===== config.mk =====
export PLATFORM = sky130hd
export DESIGN_NAME = error_tolerant_type2_sub32_pipe
export DESIGN_NICKNAME = d
export VERILOG_FILES = /design/src/rtl/error_tolerant_type2_sub32_pipe.sv
export SDC_FILE = /design/constraint.sdc
export NUM_CORES = 1
export LEC_CHECK = 0
export CAP_MARGIN = 20
export CORE_ASPECT_RATIO = 1.4
export CORE_MARGIN = 3
export CORE_UTILIZATION = 51
export DETAILED_ROUTE_END_ITERATION = 8
export MAX_ROUTING_LAYER = met4
export PLACE_DENSITY_LB_ADDON = 0.25
export SLEW_MARGIN = 0
export SYNTH_ARGS = -nofsm -noshare
export SYNTH_HDL_FRONTEND = slang
export SYNTH_SLANG_ARGS = --single-unit
export TNS_END_PERCENT = 20

===== constraint.sdc =====
create_clock -name clk_i -period 2.04 [get_ports clk_i]
set_input_delay 0.612 -clock clk_i [delete_from_list [all_inputs] [get_ports clk_i]]
set_output_delay 0.612 -clock clk_i [all_outputs]
set_load 0.05 [all_outputs]

===== src/rtl/error_tolerant_type2_sub32_pipe.sv =====
// Two-stage pipelined error-tolerant (type-2, block-speculative) subtractor.
// Each BLK-bit block takes its borrow-in from the zero-borrow-in borrow-out
// of the block just below it, so borrows never ripple across more than one
// block. Every result is compared with the exact difference. Results that
// differ are flagged and counted in a saturating counter.
//
// Handshake: a beat moves into a stage when that stage is empty or when its
// current content moves on in the same cycle. Input beats are accepted on
// valid_i && ready_o. Results are delivered on valid_o && ready_i. While
// valid_o is high and ready_i is low, the output registers hold.
module error_tolerant_type2_sub32_pipe #(
    parameter int WIDTH     = 32,
    parameter int BLK       = 4,
    parameter int ERR_CNT_W = 16
) (
    input  logic                 clk_i,
    input  logic                 rst_ni,
    input  logic                 valid_i,
    output logic                 ready_o,
    input  logic [WIDTH-1:0]     sub1_i,
    input  logic [WIDTH-1:0]     sub2_i,
    output logic                 valid_o,
    input  logic                 ready_i,
    output logic [WIDTH:0]       result_o,
    output logic                 err_o,
    output logic [ERR_CNT_W-1:0] err_cnt_o,
    input  logic                 clr_cnt_i
);

    localparam int NB = WIDTH / BLK;

    // Stage-1 combinational terms
    logic [WIDTH-1:0] diff0_c;
    logic [WIDTH-1:0] diff1_c;
    logic [NB-1:0]    bz_c;
    logic [WIDTH:0]   exact_c;

    // Stage-1 registers
    logic             v1_q, v1_d;
    logic [WIDTH-1:0] diff0_q, diff0_d;
    logic [WIDTH-1:0] diff1_q, diff1_d;
    logic [NB-1:0]    bz_q, bz_d;
    logic [WIDTH:0]   exact_q, exact_d;

    // Stage-2 combinational terms and registers
    logic [WIDTH-1:0] sel_c;
    logic [WIDTH:0]   result_c;
    logic             err_c;
    logic             v2_q, v2_d;
    logic [WIDTH:0]   result_q, result_d;
    logic             err_q, err_d;

    // Error counter
    logic [ERR_CNT_W-1:0] cnt_q, cnt_d;

    // Handshake
    logic s1_adv;
    logic s2_adv;
    logic deliver;

    assign s2_adv  = !v2_q || ready_i;
    assign s1_adv  = !v1_q || s2_adv;
    assign deliver = v2_q && ready_i;

    assign ready_o   = s1_adv;
    assign valid_o   = v2_q;
    assign result_o  = result_q;
    assign err_o     = err_q;
    assign err_cnt_o = cnt_q;

    // Exact reference difference, kept with a zero-extended borrow position
    assign exact_c = {1'b0, sub1_i} - {1'b0, sub2_i};

    // Per-block differences for both possible borrow-ins, plus the
    // zero-borrow-in borrow-out that drives the next block's speculation
    for (genvar k = 0; k < NB; k++) begin : g_blk_s1
        logic [BLK:0] dz;
        assign dz = {1'b0, sub1_i[k*BLK +: BLK]} - {1'b0, sub2_i[k*BLK +: BLK]};
        assign diff0_c[k*BLK +: BLK] = dz[BLK-1:0];
        assign diff1_c[k*BLK +: BLK] = dz[BLK-1:0] - BLK'(1);
        assign bz_c[k] = dz[BLK];
    end

    // Per-block selection: block 0 always sees a zero borrow-in
    for (genvar k = 0; k < NB; k++) begin : g_blk_s2
        if (k == 0) begin : g_lsb
            assign sel_c[BLK-1:0] = diff0_q[BLK-1:0];
        end else begin : g_upper
            assign sel_c[k*BLK +: BLK] = bz_q[k-1] ? diff1_q[k*BLK +: BLK]
                                                   : diff0_q[k*BLK +: BLK];
        end
    end

    // The approximate borrow-out is the top block's zero-borrow-in borrow
    assign result_c = {bz_q[NB-1], sel_c};
    assign err_c    = (result_c != exact_q);

    // Stage-1 next state: load a new beat when accepted, drain when it moves on
    always_comb begin
        v1_d    = v1_q;
        diff0_d = diff0_q;
        diff1_d = diff1_q;
        bz_d    = bz_q;
        exact_d = exact_q;
        if (s1_adv) begin
            v1_d = valid_i;
            if (valid_i) begin
                diff0_d = diff0_c;
                diff1_d = diff1_c;
                bz_d    = bz_c;
                exact_d = exact_c;
            end
        end
    end

    // Stage-2 next state: take the stage-1 beat whenever the output is free
    always_comb begin
        v2_d     = v2_q;
        result_d = result_q;
        err_d    = err_q;
        if (s2_adv) begin
            v2_d = v1_q;
            if (v1_q) begin
                result_d = result_c;
                err_d    = err_c;
            end
        end
    end

    // Saturating count of delivered errored beats; clear wins over a count
    always_comb begin
        cnt_d = cnt_q;
        if (clr_cnt_i) begin
            cnt_d = '0;
        end else if (deliver && err_q && (cnt_q != {ERR_CNT_W{1'b1}})) begin
            cnt_d = cnt_q + ERR_CNT_W'(1);
        end
    end

    // Pipeline and counter registers with asynchronous active-low reset
    always_ff @(posedge clk_i or negedge rst_ni) begin
        if (!rst_ni) begin
            v1_q     <= 1'b0;
            diff0_q  <= '0;
            diff1_q  <= '0;
            bz_q     <= '0;
            exact_q  <= '0;
            v2_q     <= 1'b0;
            result_q <= '0;
            err_q    <= 1'b0;
            cnt_q    <= '0;
        end else begin
            v1_q     <= v1_d;
            diff0_q  <= diff0_d;
            diff1_q  <= diff1_d;
            bz_q     <= bz_d;
            exact_q  <= exact_d;
            v2_q     <= v2_d;
            result_q <= result_d;
            err_q    <= err_d;
            cnt_q    <= cnt_d;
        end
    end

endmodule


==> run metrics, run 1 <==
status=finished with violations; number of diodes=0; sequential area share after synthesis=41.4%; Post-Syn Area=9000 um2; clk_lat worst skew=0.41 ns; setup tns final=-7.10 ns; vias=8,509; CTS Buffer Depth=2; initial antenna violation count=0; Pleak=0.00634 uW; Syn. warnings=0; Fin. Hold Viols=0; CTS clk-pin slew, worst paths=0.06 ns; cell area after layout=13,300 um2; max_cap viols=0; worst slew pin tran=0.539 ns; vias in the first global route=8,582; Filler cells=1,105; Async SR Flop Fraction=100%; most frequent cells in the layout=buf_4 (261), nand2_1 (189), dfrtp_1 (145); Setup-failing EPs final=28; Rows=56; worst-path cell chain=buf_8 -> inv_12 -> ha_4 -> fa_2 -> and2b_2 -> o2111ai_4 -> a21oi_4 -> o21ai_4 -> o31a_1 -> buf_6 -> buf_6 -> xor2_1 -> o21ai_1; syn_area_per_cell=8.89 um2; FF/Latch Area=3730 um2; htree depth=4; Final Util=78.2%; minimum clock period=2.54 ns; Routed Wire Length=26,000 um; GRT Overall Usage=27.1%; Final #Nets=1,435; Initial Utilization=52.9%; violated checks=setup timing; drt pass-1 iters=5; RSZ-0062 raised after global routing=yes; Worst slew margin=63.7%; pin count of the biggest net entering global routing=65; antenna viol nets, final=0; post-synth top area share=41.4%; CP Max Fanout=3; number of CTS-inserted buffers=17; area of the multi-input gates=5640 um2; layout cell share with drive strength beyond 1=35.2%; Critical-path top delay cell=fa_2; crit path launch type=input port; Worst EP required=2.38 ns; drt via density=5.47; Peak Freq=0.393 GHz; crit-path most repeated cell=buf_6; setup ws final=-0.503 ns; Tcrit/Tclk final=125%; GRT Residual Overflow=0; Power Dens Cells=893 nW/um2; I/O pin total=121; die span in x=118 um; flops & latches, synth=149; Crit path max-delay family=compound AO/OA/AOI/OAI gates; CP Data Arrival Time=2.88 ns; Synth area leaders=dfrtp_1 (41%), nand2_1 (8.1%), ha_1 (6.5%); skew final=0.00605 ns; DR iter-0 viols=609; DP Worst Slack=-1.49 ns; first-pass GRT wire length=41,200 um; most common cell after layout, fill and taps aside=buf_4; Worst Path Buf+Inv=4; Hold WC Path Type=in2async; synthesized instance count=1,013; dpl hpwl=18,800 um; PnR Total Power=11,900 uW; Slew Viols, Final=0; Max VDD drop=0.000755 V; Largest stage delay, worst path=0.38 ns; die area=19,300 um2; ys flop type=dfrtp_1; CTS Hold Buffers Added=0; gpl congestion=0.925; crit path capture type=flip-flop; CP Class=in2reg; Syn-to-layout area delta=48.0%; CTS tree=built; Placed Instance Area=11,900 um2; Yosys cell types=61; Chip Height=163 um; Post-synth EDFFs=0; IO buf count=120; DRC Markers=0; wire per inst=16.7 um; syn nets=1,137; area of the core=17,000 um2; clk root buf=clkbuf_16; area leader, netlist=dfrtp_1; Num Clock Sinks=149
layer usage:
layer	vias to the layer above	wire length (um)	GRT usage, %	share of wire (%)
met5	-	0	-	0
met4	0	916	10.9	3.5
met3	71	1410	3.60	5.4
met2	323	13500	47.0	52
met1	4076	10200	31.9	39
li1	4039	-	-	-
cell families after synthesis:
family,after synthesis,synth area share [%]
adders and majority gates,55,8.31
AOI/OAI and AO/OA,227,14.7
and+or+nand+nor,332,16.8
DFF,149,41.4
muxes,35,3.97
buffers and inverters,119,5.45
xor gates and xnor gates,96,9.34
metrics by stage:
step	hold WS, ns	std cells
6_report	0.118	1556
5_1_grt	0.132	1556
4_1_cts	0.127	1543
3_5_place_dp	0.462	1505
3_3_place_gp	0.456	1505
2_1_floorplan	0.316	1013
path summary, 6_finish.rpt:
kind                                               from                 endpoint  slack, ns  cells after the start
min in group clk_i              diff0_q[31]$_DFFE_PN0P_  diff0_q[31]$_DFFE_PN0P_       0.48                      2
max in group asynchronous                        rst_ni      valid_o$_DFFE_PN0P_       1.25                      2
worst min register to register  diff0_q[31]$_DFFE_PN0P_  diff0_q[31]$_DFFE_PN0P_       0.48                      2
worst min-delay path                             rst_ni  result_o[7]$_DFFE_PN0P_       0.12                      1
worst max-delay path                          sub1_i[0]  exact_q[26]$_DFFE_PN0P_      -0.50                     13
worst max register to register      bz_q[2]$_DFFE_PN0P_        err_o$_DFFE_PN0P_      -0.01                      7
sequential cells by signal (all words and copies together) (netlist names):
register	cells
result_o	33
diff1_q	28
v1_q	1
diff0_q	32
exact_q	29
err_o	1
bz_q	8
valid_o	1
err_cnt_o	16
worst reg2reg max path, delay by kind of cell, from the launching register on:
family	cells	cell delay, ns
xor+xnor	1	0.19
flops	1	0.51
simple gates	4	0.68
buf+inv	1	0.15
mux	1	0.39
Yosys cell counts, drive strengths merged (18+ instances only):
| cell | count |
|---|---|
| inv | 57 |
| a21o | 18 |
| nor2 | 38 |
| ha | 47 |
| a21oi | 51 |
| xor2 | 45 |
| dfrtp | 149 |
| buf | 24 |
| mux2i | 29 |
| xnor2 | 51 |
| clkbuf | 38 |
| nand4 | 22 |
| nand2 | 195 |
| o21ai | 117 |
power breakdown:
part	internal, uW	total (uW)	switching [uW]
clock network	1980	3200	1220
logic	1950	4610	2660
registers	3600	4080	479
total	7530	11900	4360
cell type report:
class | count | share of cell area, %
clock inverters | 13 | 1.16
multi-input cells | 745 | 42.4
inverters | 57 | 1.89
flip-flops and latches | 149 | 28.0
repair buffers | 341 | 21.0
well taps | 232 | 2.18
clock buffers | 19 | 3.40
what timing repair did:
item	4_1_cts	5_1_grt
buffers inserted	6	13
resized for setup	151	82
hold endpoints to repair	0	0
endpoints found under the setup margin	50	57
pin swaps	50	48
No activity file was read; power rests on OpenSTA's default activity.
==> run 2, diff against run 1 <==
==> constraint.sdc (replaced) <==
create_clock -name clk_i -period 2.1 [get_ports clk_i]
set_input_delay 0.63 -clock clk_i [delete_from_list [all_inputs] [get_ports clk_i]]
set_output_delay 0.63 -clock clk_i [all_outputs]
set_load 0.05 [all_outputs]
==> run metrics, run 2 (synthesized netlist as in run 1, its figures left out) <==
Final Util=79.3% (was 78.2%); skew final=0.00911 ns (was 0.00605 ns); Routed Wire Length=27,300 um (was 26,000 um); Final #Nets=1,453 (was 1,435); most frequent cells in the layout=buf_4 (268), nand2_1 (188), dfrtp_1 (144) (was buf_4 (261), nand2_1 (189), dfrtp_1 (145)); dpl hpwl=19,100 um (was 18,800 um); max_cap viols=0 (unchanged); CTS clk-pin slew, worst paths=0.06 ns (about the same); Pleak=0.00638 uW (was 0.00634 uW); max FFs per register=33 (unchanged); vias in the first global route=8,724 (was 8,582); pin count of the biggest net entering global routing=54 (was 65); DRC Markers=0 (unchanged); drt via density=5.46 (was 5.47); Slew Viols, Final=0 (unchanged); antenna viol nets, final=0 (unchanged); number of diodes=0 (unchanged); crit-path most repeated cell=a21o_1 (was buf_6); crit path launch type=input port (unchanged); area of the core=17,000 um2 (unchanged); Tcrit/Tclk final=115%; minimum clock period=2.43 ns; violated checks=setup timing (unchanged); Power Dens Cells=849 nW/um2 (was 893 nW/um2); Hold WC Path Type=in2async (unchanged); crit path capture type=flip-flop (unchanged); CTS tree=built (unchanged); GRT Overall Usage=28.3% (was 27.1%); Worst slew margin=71.2% (was 63.7%); worst slew pin tran=0.421 ns (was 0.539 ns); gpl congestion=0.897 (was 0.925); clk root buf=clkbuf_16 (unchanged); Critical-path top delay cell=clkdlybuf4s50_1 (was fa_2); RSZ-0062 raised after global routing=yes (unchanged); IO buf count=120 (unchanged); DR iter-0 viols=664 (was 609); Largest stage delay, worst path=0.51 ns (was 0.38 ns); Worst Path Buf+Inv=2 (was 4); most common cell after layout, fill and taps aside=buf_4 (unchanged); worst-path cell chain=clkdlybuf4s50_1 -> ha_4 -> a21o_1 -> a21o_1 -> a22o_1 -> nor3_2 -> o31a_1 -> buf_4 -> xor2_2 -> o21ai_1 (was buf_8 -> inv_12 -> ha_4 -> fa_2 -> and2b_2 -> o2111ai_4 -> a21oi_4 -> o21ai_4 -> o31a_1 -> buf_6 -> buf_6 -> xor2_1 -> o21ai_1); Syn-to-layout area delta=49.9% (was 48.0%); CTS Buffer Depth=2 (unchanged); Fin Hold WS=0.0821 ns (was 0.118 ns); status=finished with violations (unchanged); I/O pin total=121 (unchanged); Crit path max-delay family=compound AO/OA/AOI/OAI gates (unchanged); Chip Height=163 um (unchanged); drt pass-1 iters=6 (was 5); clk_lat worst skew=0.42 ns (was 0.41 ns); wire per inst=17.3 um (was 16.7 um); cell area after layout=13,500 um2 (was 13,300 um2); htree depth=4 (unchanged); Max VDD drop=0.000653 V (was 0.000755 V); layout cell share with drive strength beyond 1=37.9% (was 35.2%); CP Data Arrival Time=2.73 ns (was 2.88 ns); GRT Residual Overflow=0 (unchanged); number of CTS-inserted buffers=17 (unchanged); CP Class=in2reg (unchanged); CP Max Fanout=4 (was 3); vias=8,598 (was 8,509); first-pass GRT wire length=42,900 um (was 41,200 um); Setup-failing EPs final=23 (was 28); DP Worst Slack=-1.42 ns (was -1.49 ns); Initial Utilization=52.9% (unchanged); Fin. Hold Viols=0 (unchanged); Peak Freq=0.412 GHz; Placed Instance Area=12,000 um2 (was 11,900 um2); die area=19,300 um2 (unchanged); Rows=56 (unchanged); initial antenna violation count=0 (unchanged); Num Clock Sinks=149 (unchanged); Worst EP required=2.41 ns (was 2.38 ns); die span in x=118 um (unchanged); setup ws final=-0.325 ns (was -0.503 ns)
## run 2: repair_timing
action                     4_1_cts  5_1_grt
hold endpoints to repair         0        0
gates resized for setup        166      149
setup endpoints to repair       49       41
setup buffers                   14       16
pin swaps                       55       64
hold buffers                     0        0
gates cloned                     0        0
## run 2: worst paths after layout
kind | to | cells after the start | start | slack [ns]
min in group clk_i | diff0_q[7]$_DFFE_PN0P_ | 2 | diff0_q[7]$_DFFE_PN0P_ | 0.48
worst min-delay path | diff0_q[2]$_DFFE_PN0P_ | 1 | rst_ni | 0.08
worst max-delay path | exact_q[26]$_DFFE_PN0P_ | 10 | sub1_i[23] | -0.33
worst max register to register | err_o$_DFFE_PN0P_ | 7 | bz_q[1]$_DFFE_PN0P_ | -0.06
worst min register to register | diff0_q[7]$_DFFE_PN0P_ | 2 | diff0_q[7]$_DFFE_PN0P_ | 0.48
max in group asynchronous | bz_q[4]$_DFFE_PN0P_ | 2 | rst_ni | 1.42
## run 2: area by class of cell
class / count / area (um2)
Timing Repair Buffer: 359 / 2970
Tap cell: 232 / 290
Clock inverter: 14 / 140
Clock buffer: 18 / 439
Multi-Input combinational cell: 745 / 5670
Inverter: 57 / 256
Fill cell: 1066 / 3530
Sequential cell: 149 / 3730
## run 2: where the power goes
| group | internal, uW | switching (uW) | leakage [uW] |
|---|---|---|---|
| combinational | 1940 | 2620 | 0.00425 |
| sequential | 3490 | 457 | 0.00184 |
| clock | 1700 | 1260 | 0.000281 |
## run 2: metal layers
layer	share of wire (%)	routed length, um	up-vias	track usage, %
met5	0	0	-	-
met4	3.1	843	0	8.69
met3	4.5	1240	59	4.16
met2	52	14200	275	49.4
met1	40	11000	4190	34.0
li1	-	-	4074	-
## run 2: through the flow
step                TNS, ns  std cells  power [uW]
finish                -2.99       1574       11500
CTS                   -4.02       1558       11200
detailed placement   -48.64       1512        8060
global placement     -45.33       1512        7940
floorplan             -8.69       1013        6390
global route          -4.41       1574       12000
